==> config.mk <==
export PLATFORM = sky130hd
export DESIGN_NAME = posit_denormalize_pipe_flat
export DESIGN_NICKNAME = d
export VERILOG_FILES = /design/src/rtl/posit_denormalize_pipe_if.sv /design/src/rtl/posit_denormalize_pipe.sv /design/src/flat_wrapper.sv
export SDC_FILE = /design/constraint.sdc
export NUM_CORES = 1
export LEC_CHECK = 0
export CAP_MARGIN = 20
export CORE_ASPECT_RATIO = 0.6
export CORE_MARGIN = 4
export CORE_UTILIZATION = 65
export CTS_CLUSTER_DIAMETER = 50
export DETAILED_ROUTE_END_ITERATION = 10
export GPL_ROUTABILITY_DRIVEN = 0
export PLACE_DENSITY = 0.92
export SYNTH_ARGS = -nofsm -noshare
export SYNTH_HDL_FRONTEND = slang
export SYNTH_SLANG_ARGS = --single-unit
==> constraint.sdc <==
create_clock -name clk -period 39.4 [get_ports clk]
set_clock_uncertainty 0.15 [all_clocks]
set_input_delay 3.94 -clock clk [delete_from_list [all_inputs] [get_ports clk]]
set_output_delay 3.94 -clock clk [all_outputs]
set_load 0.02 [all_outputs]
==> src/rtl/posit_denormalize_pipe_if.sv <==
// Stream bundle for the posit decoder: an input posit side and a decoded-field output side.
interface posit_denormalize_pipe_if #(
  parameter int POSIT_WIDTH = 32,
  parameter int POSIT_ES    = 2,
  parameter int NUM_LANES   = 1
);
  localparam int FRAC_W  = POSIT_WIDTH - POSIT_ES - 3;
  localparam int SCALE_W = $clog2((2**POSIT_ES) * (POSIT_WIDTH - 1)) + 1;

  logic                             s_valid;
  logic                             s_ready;
  logic [NUM_LANES*POSIT_WIDTH-1:0] s_posit;
  logic                             m_valid;
  logic                             m_ready;
  logic [NUM_LANES-1:0]             m_sign;
  logic [NUM_LANES-1:0]             m_nar;
  logic [NUM_LANES-1:0]             m_zero;
  logic [NUM_LANES*SCALE_W-1:0]     m_scale;
  logic [NUM_LANES*FRAC_W-1:0]      m_fraction;
  logic [NUM_LANES-1:0]             m_guard;
  logic [NUM_LANES-1:0]             m_round;
  logic [NUM_LANES-1:0]             m_sticky;

  modport master (
    output s_valid, s_posit, m_ready,
    input  s_ready, m_valid, m_sign, m_nar, m_zero, m_scale, m_fraction,
           m_guard, m_round, m_sticky
  );

  modport slave (
    input  s_valid, s_posit, m_ready,
    output s_ready, m_valid, m_sign, m_nar, m_zero, m_scale, m_fraction,
           m_guard, m_round, m_sticky
  );
endinterface

==> src/rtl/posit_denormalize_pipe.sv <==
// Two-stage posit decoder: stage 1 captures sign/specials/magnitude/regime run,
// stage 2 produces scale and left-aligned fraction. Lanes share one handshake.
module posit_denormalize_pipe #(
  parameter int POSIT_WIDTH = 32,
  parameter int POSIT_ES    = 2,
  parameter int NUM_LANES   = 1
) (
  input logic                   clk,
  input logic                   rst,
  posit_denormalize_pipe_if.slave bus
);
  localparam int N       = POSIT_WIDTH;
  localparam int ES      = POSIT_ES;
  localparam int L       = NUM_LANES;
  localparam int FRAC_W  = N - ES - 3;
  localparam int SCALE_W = $clog2((2**ES) * (N - 1)) + 1;
  localparam int RW      = $clog2(N);

  logic               v1, v2, adv2;
  logic [L-1:0]       sign1_d, nar1_d, zero1_d;
  logic [L-1:0]       sign1, nar1, zero1;
  logic [L-1:0]       sign2, nar2, zero2;
  logic [N-2:0]       u1_d [L];
  logic [N-2:0]       u1 [L];
  logic [RW-1:0]      r1_d [L];
  logic [RW-1:0]      r1 [L];
  logic [SCALE_W-1:0] scale2_d [L];
  logic [SCALE_W-1:0] scale2 [L];
  logic [FRAC_W-1:0]  frac2_d [L];
  logic [FRAC_W-1:0]  frac2 [L];

  assign adv2        = ~v2 | bus.m_ready;
  assign bus.s_ready = ~rst & (~v1 | adv2);

  logic [N-1:0] p;
  logic [N-2:0] u;
  logic         run;

  always_comb begin
    p       = '0;
    u       = '0;
    run     = 1'b0;
    sign1_d = '0;
    nar1_d  = '0;
    zero1_d = '0;
    u1_d    = '{default: '0};
    r1_d    = '{default: '0};
    for (int i = 0; i < L; i++) begin
      p          = bus.s_posit[i*N +: N];
      sign1_d[i] = p[N-1];
      nar1_d[i]  = (p == {1'b1, {(N-1){1'b0}}});
      zero1_d[i] = (p == '0);
      u          = p[N-1] ? -p[N-2:0] : p[N-2:0];
      u1_d[i]    = u;
      run        = 1'b1;
      for (int j = N - 2; j >= 0; j--) begin
        run = run & (u[j] == u[N-2]);
        if (run) r1_d[i] = r1_d[i] + RW'(1);
      end
    end
  end

  logic [N-2:0]         rem;
  logic [SCALE_W-1:0]   k, r_ext;
  logic [SCALE_W+N-2:0] wide;

  // {k, rem} sliced at the exponent boundary yields k*2^ES + e without a separate add.
  always_comb begin
    rem      = '0;
    k        = '0;
    r_ext    = '0;
    wide     = '0;
    scale2_d = '{default: '0};
    frac2_d  = '{default: '0};
    for (int i = 0; i < L; i++) begin
      r_ext = SCALE_W'(r1[i]);
      k     = u1[i][N-2] ? (r_ext - SCALE_W'(1)) : (SCALE_W'(0) - r_ext);
      rem   = u1[i] << r1[i];
      rem   = rem << 1;
      wide  = {k, rem};
      if (!(nar1[i] | zero1[i])) begin
        scale2_d[i] = wide[SCALE_W+N-2-ES : N-1-ES];
        frac2_d[i]  = rem[N-ES-2 : 2];
      end
    end
  end

  always_ff @(posedge clk) begin
    if (rst) begin
      v1     <= 1'b0;
      v2     <= 1'b0;
      sign1  <= '0;
      nar1   <= '0;
      zero1  <= '0;
      u1     <= '{default: '0};
      r1     <= '{default: '0};
      sign2  <= '0;
      nar2   <= '0;
      zero2  <= '0;
      scale2 <= '{default: '0};
      frac2  <= '{default: '0};
    end else begin
      if (bus.s_ready) begin
        v1 <= bus.s_valid;
        if (bus.s_valid) begin
          sign1 <= sign1_d;
          nar1  <= nar1_d;
          zero1 <= zero1_d;
          u1    <= u1_d;
          r1    <= r1_d;
        end
      end
      if (adv2) begin
        v2 <= v1;
        if (v1) begin
          sign2  <= sign1;
          nar2   <= nar1;
          zero2  <= zero1;
          scale2 <= scale2_d;
          frac2  <= frac2_d;
        end
      end
    end
  end

  assign bus.m_valid  = v2;
  assign bus.m_sign   = sign2;
  assign bus.m_nar    = nar2;
  assign bus.m_zero   = zero2;
  assign bus.m_guard  = '0;
  assign bus.m_round  = '0;
  assign bus.m_sticky = '0;

  always_comb begin
    bus.m_scale    = '0;
    bus.m_fraction = '0;
    for (int i = 0; i < L; i++) begin
      bus.m_scale[i*SCALE_W +: SCALE_W]  = scale2[i];
      bus.m_fraction[i*FRAC_W +: FRAC_W] = frac2[i];
    end
  end
endmodule

==> src/flat_wrapper.sv <==
// flat-port wrapper written by rule: the top's interface ports become plain ports
module posit_denormalize_pipe_flat 
#(
  parameter int POSIT_WIDTH = 32,
  parameter int POSIT_ES    = 2,
  parameter int NUM_LANES   = 1
)
  (clk, rst, bus_s_valid, bus_s_posit, bus_m_ready, bus_s_ready, bus_m_valid, bus_m_sign, bus_m_nar, bus_m_zero, bus_m_scale, bus_m_fraction, bus_m_guard, bus_m_round, bus_m_sticky);
  posit_denormalize_pipe_if #(.POSIT_WIDTH(POSIT_WIDTH), .POSIT_ES(POSIT_ES), .NUM_LANES(NUM_LANES)) bus_i ();
  input logic clk;
  input logic rst;
  input wire logic [$bits(bus_i.s_valid)-1:0] bus_s_valid;
  input wire logic [$bits(bus_i.s_posit)-1:0] bus_s_posit;
  input wire logic [$bits(bus_i.m_ready)-1:0] bus_m_ready;
  output wire logic [$bits(bus_i.s_ready)-1:0] bus_s_ready;
  output wire logic [$bits(bus_i.m_valid)-1:0] bus_m_valid;
  output wire logic [$bits(bus_i.m_sign)-1:0] bus_m_sign;
  output wire logic [$bits(bus_i.m_nar)-1:0] bus_m_nar;
  output wire logic [$bits(bus_i.m_zero)-1:0] bus_m_zero;
  output wire logic [$bits(bus_i.m_scale)-1:0] bus_m_scale;
  output wire logic [$bits(bus_i.m_fraction)-1:0] bus_m_fraction;
  output wire logic [$bits(bus_i.m_guard)-1:0] bus_m_guard;
  output wire logic [$bits(bus_i.m_round)-1:0] bus_m_round;
  output wire logic [$bits(bus_i.m_sticky)-1:0] bus_m_sticky;
  assign bus_i.s_valid = bus_s_valid;
  assign bus_i.s_posit = bus_s_posit;
  assign bus_i.m_ready = bus_m_ready;
  assign bus_s_ready = bus_i.s_ready;
  assign bus_m_valid = bus_i.m_valid;
  assign bus_m_sign = bus_i.m_sign;
  assign bus_m_nar = bus_i.m_nar;
  assign bus_m_zero = bus_i.m_zero;
  assign bus_m_scale = bus_i.m_scale;
  assign bus_m_fraction = bus_i.m_fraction;
  assign bus_m_guard = bus_i.m_guard;
  assign bus_m_round = bus_i.m_round;
  assign bus_m_sticky = bus_i.m_sticky;
  posit_denormalize_pipe #(.POSIT_WIDTH(POSIT_WIDTH), .POSIT_ES(POSIT_ES), .NUM_LANES(NUM_LANES)) u_core (.clk(clk), .rst(rst), .bus(bus_i));
endmodule
==> impl_metrics.py <==
metrics = {
    "setup_path": {
        "critPathSlowestCell": "o41ai_2",
        "crit_family": "adder cells",
        "worstPathRequired_ps": 39430,
        "end_kind": "flop",
        "crit_path_frequent_cell": "ha_1",
        "critical_path_buf_inv_count": 5,
        "worstPathArrival_ps": 18010,
        "critical_path_class": "in2reg",
        "startpoint_type": "input pin",
        "path_max_fanout": 39,
        "cpPeakStageDelay_ps": 630,
    },
    "clocking": {
        "holdBufCountCts": 0,
        "insertion_delay_ps": 330,
        "htree_levels": 3,
        "path_clk_slew_ps": 60,
        "tritoncts": "done",
        "root_buffer": "clkbuf_16",
        "post_cts_buffers": 0,
        "clockBufferDepth": 2,
        "cts_resized": 0,
        "cts_sinks": 79,
        "cts_buffers": 9,
    },
    "yosys": {
        "synth_top_area_share_pct": 17.7,
        "ys_types": 101,
        "postSynthCellCount": 1161,
        "synth_area_sq_um": 8930,
        "syn_avg_cell_area_sq_um": 7.69,
        "ys_warn_count": 0,
        "synth_edf_count": 0,
        "synthFlopType": "dfxtp_1",
        "ys_ff_latch": 79,
        "yosys.area.top_type": "dfxtp_1",
        "synth_area_leaders": "dfxtp_1 (18%), xnor2_1 (5.0%), mux2i_1 (4.8%)",
        "yosysSeqAreaShare_pct": 17.7,
        "async_flop_share_pct": 0,
    },
    "floorplan": {
        "start_util_pct": 68.0,
        "die_x_microns": 159,
        "pin_count": 79,
        "die_y_microns": 98.8,
        "coreArea_sq_um": 13100,
        "placementRows": 32,
        "dieArea_sq_um": 15700,
    },
    "timing": {
        "slew_headroom_pct": 28.9,
        "fin_setup_tns_ps": 0,
        "fin_crit_ps": 17980,
        "rsz0062_at_grt": "false",
        "final-hold-violation-count": 0,
        "tightest_slew_ps": 1060,
        "fin_crit_sh_pct": 45.6,
        "slew_viol_final": 0,
        "setup_violations": 0,
        "hold_slack_ps": 311,
        "max_freq_mhz": 55.6,
    },
    "grt": {
        "grt_overflow": 0,
        "grt_max_degree": 69,
        "first_global_vias": 8532,
        "antenna_found_initial": 0,
        "grt_pass1_wl_microns": 43500,
        "track_usage_pct": 32.8,
    },
    "placed_design": {
        "dp_hpwl_microns": 20200,
        "placed_cells": 1346,
        "numPortBuffers": 75,
    },
    "hold_path": {
        "hp-class": "reg2reg",
    },
    "final_layout": {
        "antennaDiodeCount": 0,
        "final_cells": 1360,
        "area_growth_pct": 11.4,
        "nets": 1251,
        "drive_above_1_share_pct": 9.83,
        "fill_cells": 957,
    },
    "pwr": {
        "ir_drop_v": 0.0000234,
        "leakage_nw": 3.52,
        "power.total_w": 0.000311,
        "powerDensity_nw_per_um2": 31.3,
    },
    "routing": {
        "drt-initial-drc-count": 1637,
        "vias": 9402,
        "drc": 1,
        "firstDrtPassIters": 11,
        "routed_via_density": 6.91,
        "post_drt_wl_per_cell_microns": 19.7,
        "routed_wl_microns": 26800,
        "drtAntennaViolNets": 0,
    },
    "status": {
        "violations": "DRC",
        "outcome": "complete, but fails checks",
    },
    "run": {
        "drv_cap": 0,
    },
}
through the flow:
step                      instance area, sq um  util [%]  worst slack [ps]
after global placement                    9700      73.8             22270
after detailed placement                  9700      73.8             21460
after CTS                                 9940      75.7             21750
after floorplan                           8940         -             23450
final                                     9940      75.7             21420
after global routing                      9940      75.7             20520
Yosys cell counts (all sizes together), types with 11 or more instances:
library cell,instances
nor2,113
nand2,109
clkbuf,52
nand3b,14
mux4,15
nand3,46
mux2i,43
nand4,14
xor2,35
inv,34
or3,13
nor2b,11
xnor2,52
o31ai,13
nor3,41
a31oi,15
buf,21
a22oi,30
nand2b,15
ha,28
a21oi,60
a211oi,15
and3,13
mux2,20
dfxtp,79
and2,17
nor4,11
o21ai,92
where the power goes:
part	switching (W)	total [W]	internal, W
combinational	0.0000893	0.000150	0.0000603
sequential	0.00000458	0.0000898	0.0000852
clock	0.0000299	0.0000717	0.0000418
total	0.000124	0.000311	0.000187
cell families after synthesis:
kind of cell               Yosys count  share of synthesized area, %
adders and majority gates           31                          4.26
buffers and inverters              109                          4.93
muxes                               78                          11.1
xor gates and xnor gates            97                          11.4
DFF                                 79                          17.7
other                                1                        0.0420
and+or+nand+nor                    450                          25.9
AOI/OAI and AO/OA                  316                          24.7
cell type report:
cell class,count,area (sq um),share of cell area (%)
clock buffer,12,236,2.38
tap,170,213,2.14
multi-input combinational,975,6940,69.8
clock inverter,2,10.0,0.101
inverter,36,135,1.36
sequential,79,1580,15.9
timing repair buffer,86,823,8.28
worst min-delay path, stage by stage, from the launching register on:
cell	delay (ps)
dfxtp_1	310
nand2_1	50
a21oi_1	50
placed cells by master (no fill, tap or decap), types with 9 or more instances in the layout:
| cell type | n |
|---|---|
| nor2_1 | 113 |
| nand2_1 | 104 |
| o21ai_0 | 80 |
| dfxtp_1 | 79 |
| clkdlybuf4s50_1 | 73 |
| a21oi_1 | 58 |
| xnor2_1 | 50 |
| nand3_1 | 44 |
| mux2i_1 | 43 |
| nor3_1 | 34 |
| inv_1 | 33 |
| xor2_1 | 32 |
| a22oi_1 | 29 |
| ha_1 | 28 |
| mux2_2 | 20 |
| nand2b_1 | 15 |
| a31oi_1 | 15 |
| and2_1 | 15 |
| mux4_2 | 15 |
| nand4_1 | 14 |
| a211oi_1 | 14 |
| nand3b_1 | 14 |
| and3_1 | 13 |
| or3_1 | 12 |
| nor2b_1 | 11 |
| o31ai_1 | 11 |
| o21ai_1 | 11 |
| buf_4 | 11 |
| or2_2 | 9 |
| o22ai_1 | 9 |
| clkbuf_16 | 9 |
routing by layer:
layer | GRT usage (%) | up-vias | part of all wire [%]
met1 | 48.0 | 4312 | 42
li1 | - | 4344 | -
met2 | 47.5 | 682 | 41
met3 | 10.3 | 64 | 15
met4 | 7.40 | 0 | 1.9
met5 | 0 | - | 0
path summary, 6_finish.rpt:
path / start / cells past startpoint / end / slack, ps
max: bus_s_posit[0] / 63 / u_core.r1[4] / 21420
min: u_core.bus.m_fraction[26] / 2 / u_core.bus.m_fraction[26] / 310
max reg2reg: u_core.r1[3] / 4 / u_core.bus.m_fraction[1] / 36470
min reg2reg: u_core.bus.m_fraction[26] / 2 / u_core.bus.m_fraction[26] / 310
state kept, by name, indices dropped and copies added, names as in the netlist:
register	count
u_core.bus.m_nar	1
u_core.bus.m_valid	1
u_core.bus.m_sign	1
u_core.bus.m_fraction	27
u_core.u1	31
u_core.v1	1
u_core.sign1	1
u_core.nar1	1
u_core.bus.m_scale	8
u_core.r1	5
u_core.zero1	1
u_core.bus.m_zero	1
Note: power is estimated with default switching activity, not from simulation.
